**src/rtl/control_unit.sv**
```systemverilog
// control_unit: hardwired fetch/decode/execute sequencer for the Mini SRC datapath.
// Ports:
//   clk, reset (async, active-low)   - clock and reset
//   IR[31:0], CON_FF                 - opcode source (IR[31:27]) and branch condition
//   bus enables, register-file selects, register loads, ALU selects,
//   memory strobes, CON_RESET, run   - control outputs, decoded from the state
module control_unit (
    input  logic        clk,
    input  logic        reset,
    input  logic [31:0] IR,
    input  logic        CON_FF,
    output logic        HIout,
    output logic        LOout,
    output logic        Zhighout,
    output logic        Zlowout,
    output logic        PCout,
    output logic        MDRout,
    output logic        INout,
    output logic        Cout,
    output logic        Gra,
    output logic        Grb,
    output logic        Grc,
    output logic        Rin,
    output logic        Rout,
    output logic        BAout,
    output logic        HIin,
    output logic        LOin,
    output logic        PCin,
    output logic        IRin,
    output logic        Zin,
    output logic        Yin,
    output logic        MARin,
    output logic        MDRin,
    output logic        CONin,
    output logic        OUT_Portin,
    output logic        IncPC,
    output logic        PCSave,
    output logic        AND,
    output logic        OR,
    output logic        ADD,
    output logic        SUB,
    output logic        MUL,
    output logic        DIV,
    output logic        SHR,
    output logic        SHRA,
    output logic        SHL,
    output logic        ROR,
    output logic        ROL,
    output logic        NEG,
    output logic        NOT,
    output logic        Read,
    output logic        read_mem,
    output logic        write_mem,
    output logic        CON_RESET,
    output logic        run
);

    localparam int unsigned OP_W = 5;

    localparam logic [OP_W-1:0] OP_LD   = 5'b00000;
    localparam logic [OP_W-1:0] OP_LDI  = 5'b00001;
    localparam logic [OP_W-1:0] OP_ST   = 5'b00010;
    localparam logic [OP_W-1:0] OP_ADD  = 5'b00011;
    localparam logic [OP_W-1:0] OP_SUB  = 5'b00100;
    localparam logic [OP_W-1:0] OP_AND  = 5'b00101;
    localparam logic [OP_W-1:0] OP_OR   = 5'b00110;
    localparam logic [OP_W-1:0] OP_ROR  = 5'b00111;
    localparam logic [OP_W-1:0] OP_ROL  = 5'b01000;
    localparam logic [OP_W-1:0] OP_SHR  = 5'b01001;
    localparam logic [OP_W-1:0] OP_SHRA = 5'b01010;
    localparam logic [OP_W-1:0] OP_SHL  = 5'b01011;
    localparam logic [OP_W-1:0] OP_ADDI = 5'b01100;
    localparam logic [OP_W-1:0] OP_ANDI = 5'b01101;
    localparam logic [OP_W-1:0] OP_ORI  = 5'b01110;
    localparam logic [OP_W-1:0] OP_DIV  = 5'b01111;
    localparam logic [OP_W-1:0] OP_MUL  = 5'b10000;
    localparam logic [OP_W-1:0] OP_NEG  = 5'b10001;
    localparam logic [OP_W-1:0] OP_NOT  = 5'b10010;
    localparam logic [OP_W-1:0] OP_BR   = 5'b10011;
    localparam logic [OP_W-1:0] OP_JAL  = 5'b10100;
    localparam logic [OP_W-1:0] OP_JR   = 5'b10101;
    localparam logic [OP_W-1:0] OP_IN   = 5'b10110;
    localparam logic [OP_W-1:0] OP_OUT  = 5'b10111;
    localparam logic [OP_W-1:0] OP_MFLO = 5'b11000;
    localparam logic [OP_W-1:0] OP_MFHI = 5'b11001;
    localparam logic [OP_W-1:0] OP_HALT = 5'b11011;

    typedef enum logic [3:0] {
        S_RST, S_T0, S_T1, S_T2, S_T3, S_T4, S_T5, S_T6, S_T7, S_HALT
    } state_e;

    state_e          state_q;
    state_e          state_d;
    state_e          last_step;
    logic            exec;
    logic [OP_W-1:0] opcode;
    logic            unused_ir;

    assign opcode    = IR[31:27];
    assign unused_ir = ^IR[26:0];

    // State register
    always_ff @(posedge clk or negedge reset) begin
        if (!reset) state_q <= S_RST;
        else        state_q <= state_d;
    end

    // Next state: advance one step per clock until the opcode's final step
    always_comb begin
        state_d   = state_q;
        last_step = S_T3;
        case (opcode)
            OP_LD, OP_ST:                          last_step = S_T7;
            OP_LDI, OP_ADD, OP_SUB, OP_AND, OP_OR,
            OP_ROR, OP_ROL, OP_SHR, OP_SHRA, OP_SHL,
            OP_ADDI, OP_ANDI, OP_ORI:              last_step = S_T5;
            OP_DIV, OP_MUL, OP_BR:                 last_step = S_T6;
            OP_NEG, OP_NOT, OP_JAL:                last_step = S_T4;
            default:                               last_step = S_T3;
        endcase
        case (state_q)
            S_RST:  state_d = S_T0;
            S_T0:   state_d = S_T1;
            S_T1:   state_d = S_T2;
            S_T2:   state_d = S_T3;
            S_T3, S_T4, S_T5, S_T6, S_T7: begin
                if (state_q == last_step) state_d = (opcode == OP_HALT) ? S_HALT : S_T0;
                else                      state_d = state_e'(4'(state_q) + 4'd1);
            end
            S_HALT: state_d = S_HALT;
            default: state_d = S_RST;
        endcase
    end

    // Output decode from state, opcode and (branch T6) CON_FF
    always_comb begin
        HIout = 1'b0; LOout = 1'b0; Zhighout = 1'b0; Zlowout = 1'b0;
        PCout = 1'b0; MDRout = 1'b0; INout = 1'b0; Cout = 1'b0;
        Gra = 1'b0; Grb = 1'b0; Grc = 1'b0; Rin = 1'b0; Rout = 1'b0; BAout = 1'b0;
        HIin = 1'b0; LOin = 1'b0; PCin = 1'b0; IRin = 1'b0; Zin = 1'b0;
        Yin = 1'b0; MARin = 1'b0; MDRin = 1'b0; CONin = 1'b0; OUT_Portin = 1'b0;
        IncPC = 1'b0; PCSave = 1'b0;
        AND = 1'b0; OR = 1'b0; ADD = 1'b0; SUB = 1'b0; MUL = 1'b0; DIV = 1'b0;
        SHR = 1'b0; SHRA = 1'b0; SHL = 1'b0; ROR = 1'b0; ROL = 1'b0; NEG = 1'b0; NOT = 1'b0;
        Read = 1'b0; read_mem = 1'b0; write_mem = 1'b0;
        CON_RESET = 1'b0;
        run  = (state_q != S_HALT);
        exec = (state_q inside {S_T3, S_T4, S_T5, S_T6, S_T7});

        case (state_q)
            S_RST: CON_RESET = 1'b1;
            S_T0:  begin IncPC = 1'b1; MARin = 1'b1; PCin = 1'b1; end
            S_T1:  begin read_mem = 1'b1; Read = 1'b1; MDRin = 1'b1; end
            S_T2:  begin MDRout = 1'b1; IRin = 1'b1; end
            default: ;
        endcase

        if (exec) begin
            case (opcode)
                // Memory group shares the base+offset address computation
                OP_LD, OP_LDI, OP_ST: begin
                    case (state_q)
                        S_T3: begin Grb = 1'b1; BAout = 1'b1; Yin = 1'b1; end
                        S_T4: begin Cout = 1'b1; ADD = 1'b1; Zin = 1'b1; end
                        S_T5: begin
                            Zlowout = 1'b1;
                            if (opcode == OP_LDI) begin Gra = 1'b1; Rin = 1'b1; end
                            else MARin = 1'b1;
                        end
                        S_T6: begin
                            MDRin = 1'b1;
                            if (opcode == OP_LD) begin read_mem = 1'b1; Read = 1'b1; end
                            else begin Gra = 1'b1; Rout = 1'b1; end
                        end
                        S_T7: begin
                            if (opcode == OP_LD) begin MDRout = 1'b1; Gra = 1'b1; Rin = 1'b1; end
                            else write_mem = 1'b1;
                        end
                        default: ;
                    endcase
                end
                // Register and immediate ALU ops differ only in the T4 B operand
                OP_ADD, OP_SUB, OP_AND, OP_OR, OP_ROR, OP_ROL, OP_SHR, OP_SHRA, OP_SHL,
                OP_ADDI, OP_ANDI, OP_ORI: begin
                    case (state_q)
                        S_T3: begin Grb = 1'b1; Rout = 1'b1; Yin = 1'b1; end
                        S_T4: begin
                            Zin = 1'b1;
                            if (opcode inside {OP_ADDI, OP_ANDI, OP_ORI}) Cout = 1'b1;
                            else begin Grc = 1'b1; Rout = 1'b1; end
                            case (opcode)
                                OP_ADD, OP_ADDI: ADD  = 1'b1;
                                OP_SUB:          SUB  = 1'b1;
                                OP_AND, OP_ANDI: AND  = 1'b1;
                                OP_OR, OP_ORI:   OR   = 1'b1;
                                OP_ROR:          ROR  = 1'b1;
                                OP_ROL:          ROL  = 1'b1;
                                OP_SHR:          SHR  = 1'b1;
                                OP_SHRA:         SHRA = 1'b1;
                                OP_SHL:          SHL  = 1'b1;
                                default: ;
                            endcase
                        end
                        S_T5: begin Zlowout = 1'b1; Gra = 1'b1; Rin = 1'b1; end
                        default: ;
                    endcase
                end
                // 64-bit result: low half to LO, then high half to HI
                OP_DIV, OP_MUL: begin
                    case (state_q)
                        S_T3: begin Gra = 1'b1; Rout = 1'b1; Yin = 1'b1; end
                        S_T4: begin
                            Grb = 1'b1; Rout = 1'b1; Zin = 1'b1;
                            DIV = (opcode == OP_DIV);
                            MUL = (opcode == OP_MUL);
                        end
                        S_T5: begin Zlowout = 1'b1; LOin = 1'b1; end
                        S_T6: begin Zhighout = 1'b1; HIin = 1'b1; end
                        default: ;
                    endcase
                end
                OP_NEG, OP_NOT: begin
                    case (state_q)
                        S_T3: begin
                            Grb = 1'b1; Rout = 1'b1; Zin = 1'b1;
                            NEG = (opcode == OP_NEG);
                            NOT = (opcode == OP_NOT);
                        end
                        S_T4: begin Zlowout = 1'b1; Gra = 1'b1; Rin = 1'b1; end
                        default: ;
                    endcase
                end
                // Target is always computed; CON_FF only gates the PC load
                OP_BR: begin
                    case (state_q)
                        S_T3: begin Gra = 1'b1; Rout = 1'b1; CONin = 1'b1; end
                        S_T4: begin PCout = 1'b1; Yin = 1'b1; end
                        S_T5: begin Cout = 1'b1; ADD = 1'b1; Zin = 1'b1; end
                        S_T6: begin Zlowout = 1'b1; PCin = CON_FF; end
                        default: ;
                    endcase
                end
                OP_JAL: begin
                    case (state_q)
                        S_T3: PCSave = 1'b1;
                        S_T4: begin Gra = 1'b1; Rout = 1'b1; PCin = 1'b1; end
                        default: ;
                    endcase
                end
                OP_JR:   if (state_q == S_T3) begin Gra = 1'b1; Rout = 1'b1; PCin = 1'b1; end
                OP_IN:   if (state_q == S_T3) begin INout = 1'b1; Gra = 1'b1; Rin = 1'b1; end
                OP_OUT:  if (state_q == S_T3) begin Gra = 1'b1; Rout = 1'b1; OUT_Portin = 1'b1; end
                OP_MFLO: if (state_q == S_T3) begin LOout = 1'b1; Gra = 1'b1; Rin = 1'b1; end
                OP_MFHI: if (state_q == S_T3) begin HIout = 1'b1; Gra = 1'b1; Rin = 1'b1; end
                default: ;
            endcase
        end
    end

endmodule

```
**config.mk**
```make
export PLATFORM = sky130hd
export DESIGN_NAME = control_unit
export DESIGN_NICKNAME = d
export VERILOG_FILES = /design/src/rtl/control_unit.sv
export SDC_FILE = /design/constraint.sdc
export NUM_CORES = 1
export LEC_CHECK = 0
export ABC_AREA = 1
export ABC_CLOCK_PERIOD_IN_PS = 2700
export CAP_MARGIN = 20
export CORE_AREA = 2 2 60 62
export CTS_CLUSTER_SIZE = 10
export DETAILED_ROUTE_END_ITERATION = 10
export DIE_AREA = 0 0 62 64
export PLACE_DENSITY = 0.83
export SETUP_SLACK_MARGIN = 0.5
export SYNTH_ARGS = -nofsm -noshare
export SYNTH_HDL_FRONTEND = slang
export SYNTH_SLANG_ARGS = --single-unit
```
**constraint.sdc**
```tcl
create_clock -name clk -period 2.7 [get_ports clk]
set_input_delay 0.54 -clock clk [delete_from_list [all_inputs] [get_ports clk]]
set_output_delay 0.54 -clock clk [all_outputs]
set_load 0.03 [all_outputs]
```
==> results.json, run 1 <==
{
  "status": "aborted with a tool error",
  "lastStage": "global routing (5_1_grt)",
  "stop_error": "[ERROR GRT-0232] Routing congestion too high. Check the congestion heatmap in the GUI.",
  "fp.dieH_um": 64,
  "yosysWarnings": 0,
  "numPortBuffers": 51,
  "synth-seq-cells": 4,
  "row_count": 21,
  "grt-worst-endpoint": "Zin",
  "postCtsHoldBufs": 0,
  "syn_inst": 233,
  "start_util_pct": 38.2,
  "clock-root-buffer": "clkbuf_4",
  "synth_nets": 276,
  "track_usage_pct": 67.1,
  "endpoint_type": "output port",
  "synth_edf_count": 0,
  "dp_hpwl_um": 3760,
  "synthArstFlopShare_pct": 100,
  "grt_remaining_overflow": 9,
  "h-tree-depth": 1,
  "ios": 79,
  "ys_types": 30,
  "netlist.top_cell.by_area": "nand2_1",
  "die_x_um": 62,
  "synth_area_per_cell_um2": 5.39,
  "yosys.area.top_type_share_pct": 19.4,
  "synth.most_common_cell": "nand2_1",
  "synthFlopType": "dfrtp_1",
  "yosys-top-cells-count": "65 x nand2_1, 37 x nor2_1, 31 x inv_1, 25 x nand3_1",
  "cts.sinks": 4,
  "grt_max_degree": 14,
  "cts-buffers-inserted": 3,
  "cts_buffer_depth": 2,
  "place_congestion": 0.935,
  "synthesis.area_um2": 1250,
  "seq_area_frac_synth_pct": 7.98,
  "synth_area_leaders": "nand2_1 19%, nor2_1 11%, nand3_1 10%, inv_1 9.3%, dfrtp_1 8.0%"
}
[logic make-up after synthesis]
logic type	Yosys count	synth area share (%)
AND/OR/NAND/NOR	151	55.5
AO/OA/AOI/OAI	26	11.9
flip-flops	4	7.98
XOR/XNOR	2	1.40
buffers and inverters	42	15.3
adder cells (fa/ha/maj)	8	7.98
[through the flow]
step	setup WS (ns)	hold slack, ns	utilization [%]	std cells	cell area (um2)
after floorplan	0.240	0.244	-	233	1360
after global placement	-0.234	0.592	64.4	370	2110
after detailed placement	-0.300	0.606	64.4	370	2110
after CTS	0.348	0.498	80.0	394	2630
[layer usage]
| layer | GRT usage (%) | overflow |
|---|---|---|
| met1 | 70.4 | 0 |
| met2 | 82.0 | 1 |
| met3 | 51.8 | 0 |
| met4 | 58.2 | 8 |
| met5 | 12.7 | 0 |
[what timing repair did]
item	in CTS
setup buffers	20
pin swaps	27
resized for setup	134
gates cloned	1
setup endpoints to repair	44
==> inputs of run 2 (changes only) <==
Settings changed: CORE_AREA 2 2 60 62 to 2 2 74 76, CTS_CLUSTER_SIZE 10 to default, DIE_AREA 0 0 62 64 to 0 0 76 78, PLACE_DENSITY 0.83 to default, PLACE_DENSITY_LB_ADDON from default to 0.15, SETUP_SLACK_MARGIN 0.5 to default.
==> results.json, run 2 <==
{
  "layoutNonFillerInstCount": 423,
  "grt_setup_unrepaired": "no",
  "synthSimpleGateAreaFrac_pct": 55.5,
  "path_cells": "buf_4, inv_2, ha_2, inv_1, nor2_1, nand2_1, o21ai_0, buf_4, nor2_1, nand2_1, nand3_2, buf_6",
  "ios": 79,
  "seq_area_frac_synth_pct": 7.98,
  "drt_wl_total_um": 5070,
  "antenna_found_initial": 0,
  "timing.rr.start": "state_q[1]",
  "synthAdderAreaFrac_pct": 7.98,
  "track_usage_pct": 17.0,
  "drv_cap": 0,
  "nNetsFinal": 398,
  "reg2reg_slack_ns": 0.96,
  "clk_pin_slew_ns": 0.03,
  "vias_per_cell": 4.40,
  "synth_edf_count": 0,
  "grt_max_degree": 14,
  "synthesis.area_um2": 1250,
  "numPortBuffers": 51,
  "timing.final.max_slew_violations": 0,
  "setup_violations": 0,
  "row_count": 26,
  "drc_errors": 0,
  "clk_latency_ns": 0.21,
  "hold_class": "in2async",
  "core_um2": 5040,
  "synth_nets": 276,
  "cts.sinks": 4,
  "required_ns": 2.16,
  "worstSetupStartpointType": "input pin",
  "yosysWarnings": 0,
  "largestRegisters": "state_q x4",
  "critPathKind": "in2out",
  "fmax_ghz": 0.383,
  "dp_hpwl_um": 4390,
  "drive_gt1_share_pct": 43.9,
  "cts-buffers-inserted": 3,
  "via_count": 1860,
  "yosys-top-cells-count": "65 x nand2_1, 37 x nor2_1, 31 x inv_1, 25 x nand3_1",
  "relSlewSlack_pct": 78.3,
  "max-vdd-ir-drop_v": 0.000552,
  "r2r_end": "state_q[1]",
  "wl_per_cell_um": 12.0,
  "path_delay_family": "buffers and inverters",
  "die_x_um": 76,
  "nFillCells": 546,
  "p_per_area_nw_per_um2": 545,
  "critPathMaxStageDelay_ns": 0.30,
  "synth-seq-cells": 4,
  "cts_buffer_depth": 2,
  "place_congestion": 0.897,
  "ys_types": 30,
  "ant_nets": 0,
  "arrival_ns": 2.07,
  "dieArea_um2": 5930,
  "finalCriticalPeriod_ns": 2.61,
  "syn_inst": 233,
  "yosys.area.top_type_share_pct": 19.4,
  "synth.most_common_cell": "nand2_1",
  "dr.pass1.iters": 5,
  "critPathSlowestCell": "o21ai_0",
  "layout_commonest_cell": "buf_4",
  "start_util_pct": 24.9,
  "synth_top_family_by_area": "simple AND/OR/NAND/NOR gates",
  "critical_path_depth": 12,
  "final_cell_mix": "103 x buf_4, 58 x nand2_1, 37 x nor2_1, 27 x inv_1, 21 x nand3_1",
  "synth_area_per_cell_um2": 5.39,
  "cts_tree": "done",
  "hold_viol": 0,
  "p_leak_nw": 1.33,
  "largest_reg_flops": 4,
  "worst_pin_slew_ns": 0.322,
  "path_buf_inv": 5,
  "top_register": "state_q",
  "h-tree-depth": 1,
  "synthArstFlopShare_pct": 100,
  "synth_area_leaders": "nand2_1 19%, nor2_1 11%, nand3_1 10%, inv_1 9.3%, dfrtp_1 8.0%",
  "synth_xor_xnor_area_share_pct": 1.40,
  "rr_worst_depth": 9,
  "first_global_vias": 1823,
  "period_share_pct": 96.7,
  "diodes": 0,
  "status": "finished, final reports clean",
  "clock-root-buffer": "clkbuf_8",
  "grt_remaining_overflow": 0,
  "netlist.top_cell.by_area": "nand2_1",
  "path_max_fanout": 3,
  "drt_iter0_drc": 76,
  "synth_mux_area_share_pct": 0,
  "fin_skew_ns": 0.000583,
  "dp_cells": 417,
  "cp-end-kind": "primary output",
  "finalSetupTns_ns": 0,
  "areaGrowthSynthToFinish_pct": 90.1,
  "grt_pass1_wl_um": 8360,
  "synthFlopType": "dfrtp_1",
  "synth-compound-area-share_pct": 11.9,
  "fp.dieH_um": 78
}
==> run 2: worst max path at each step <==
stage | to | startpoint
finish | Rout | IR[27]
global route | MARin | IR[27]
CTS | Zin | IR[27]
detailed placement | Cout | IR[27]
global placement | Cout | IR[27]
floorplan | read_mem | IR[27]
==> run 2: power by group <==
group / switching, W / internal [W] / total [W] / leakage (nW)
registers: 0.0000422 / 0.0000918 / 0.000134 / 0.0497
clock network: 0.0000268 / 0.0000946 / 0.000121 / 0.0216
logic: 0.000663 / 0.000381 / 0.00104 / 1.26
==> run 2: final cells by class <==
type	instances	area (um2)	share of cell area, %
Tap cell	70	87.6	3.67
Inverter	37	144	6.03
Clock buffer	3	41.3	1.73
Sequential cell	4	101	4.25
Timing Repair Buffer	122	960	40.2
Multi-Input combinational cell	187	1050	44.1
==> run 2: kinds of logic after synthesis <==
| group | count (synthesis) |
|---|---|
| AOI/OAI and AO/OA | 26 |
| xor gates and xnor gates | 2 |
| adders and majority gates | 8 |
| buffers and inverters | 42 |
| DFF | 4 |
| and+or+nand+nor | 151 |
==> run 2: what timing repair did <==
action	in CTS	in global routing
gates cloned	0	0
resized for setup	37	22
hold buffers	0	0
pin swaps	5	7
setup endpoints to repair	23	12
setup buffers	0	3
==> run 2: metal layers <==
metal	global-route usage, %	vias to the layer above	wire length, um
met5	0	-	0
met4	3.27	0	34
met3	1.05	4	187
met2	31.0	48	2490
met1	22.3	820	2360
li1	-	988	-
==> run 2: stage by stage <==
stage	hold slack [ns]	power [W]	setup slack, ns	util (%)	cell area [um2]
2_1_floorplan	0.244	0.000811	0.0287	-	1250
3_3_place_gp	0.605	0.00117	-0.584	44.1	2220
3_5_place_dp	0.601	0.00116	-0.601	44.1	2220
4_1_cts	0.523	0.00130	0.0151	46.1	2330
5_1_grt	0.528	0.00143	0.00443	47.3	2390
6_report	0.524	0.00130	0.0884	47.3	2390
Power figures use the tool's default switching activity.
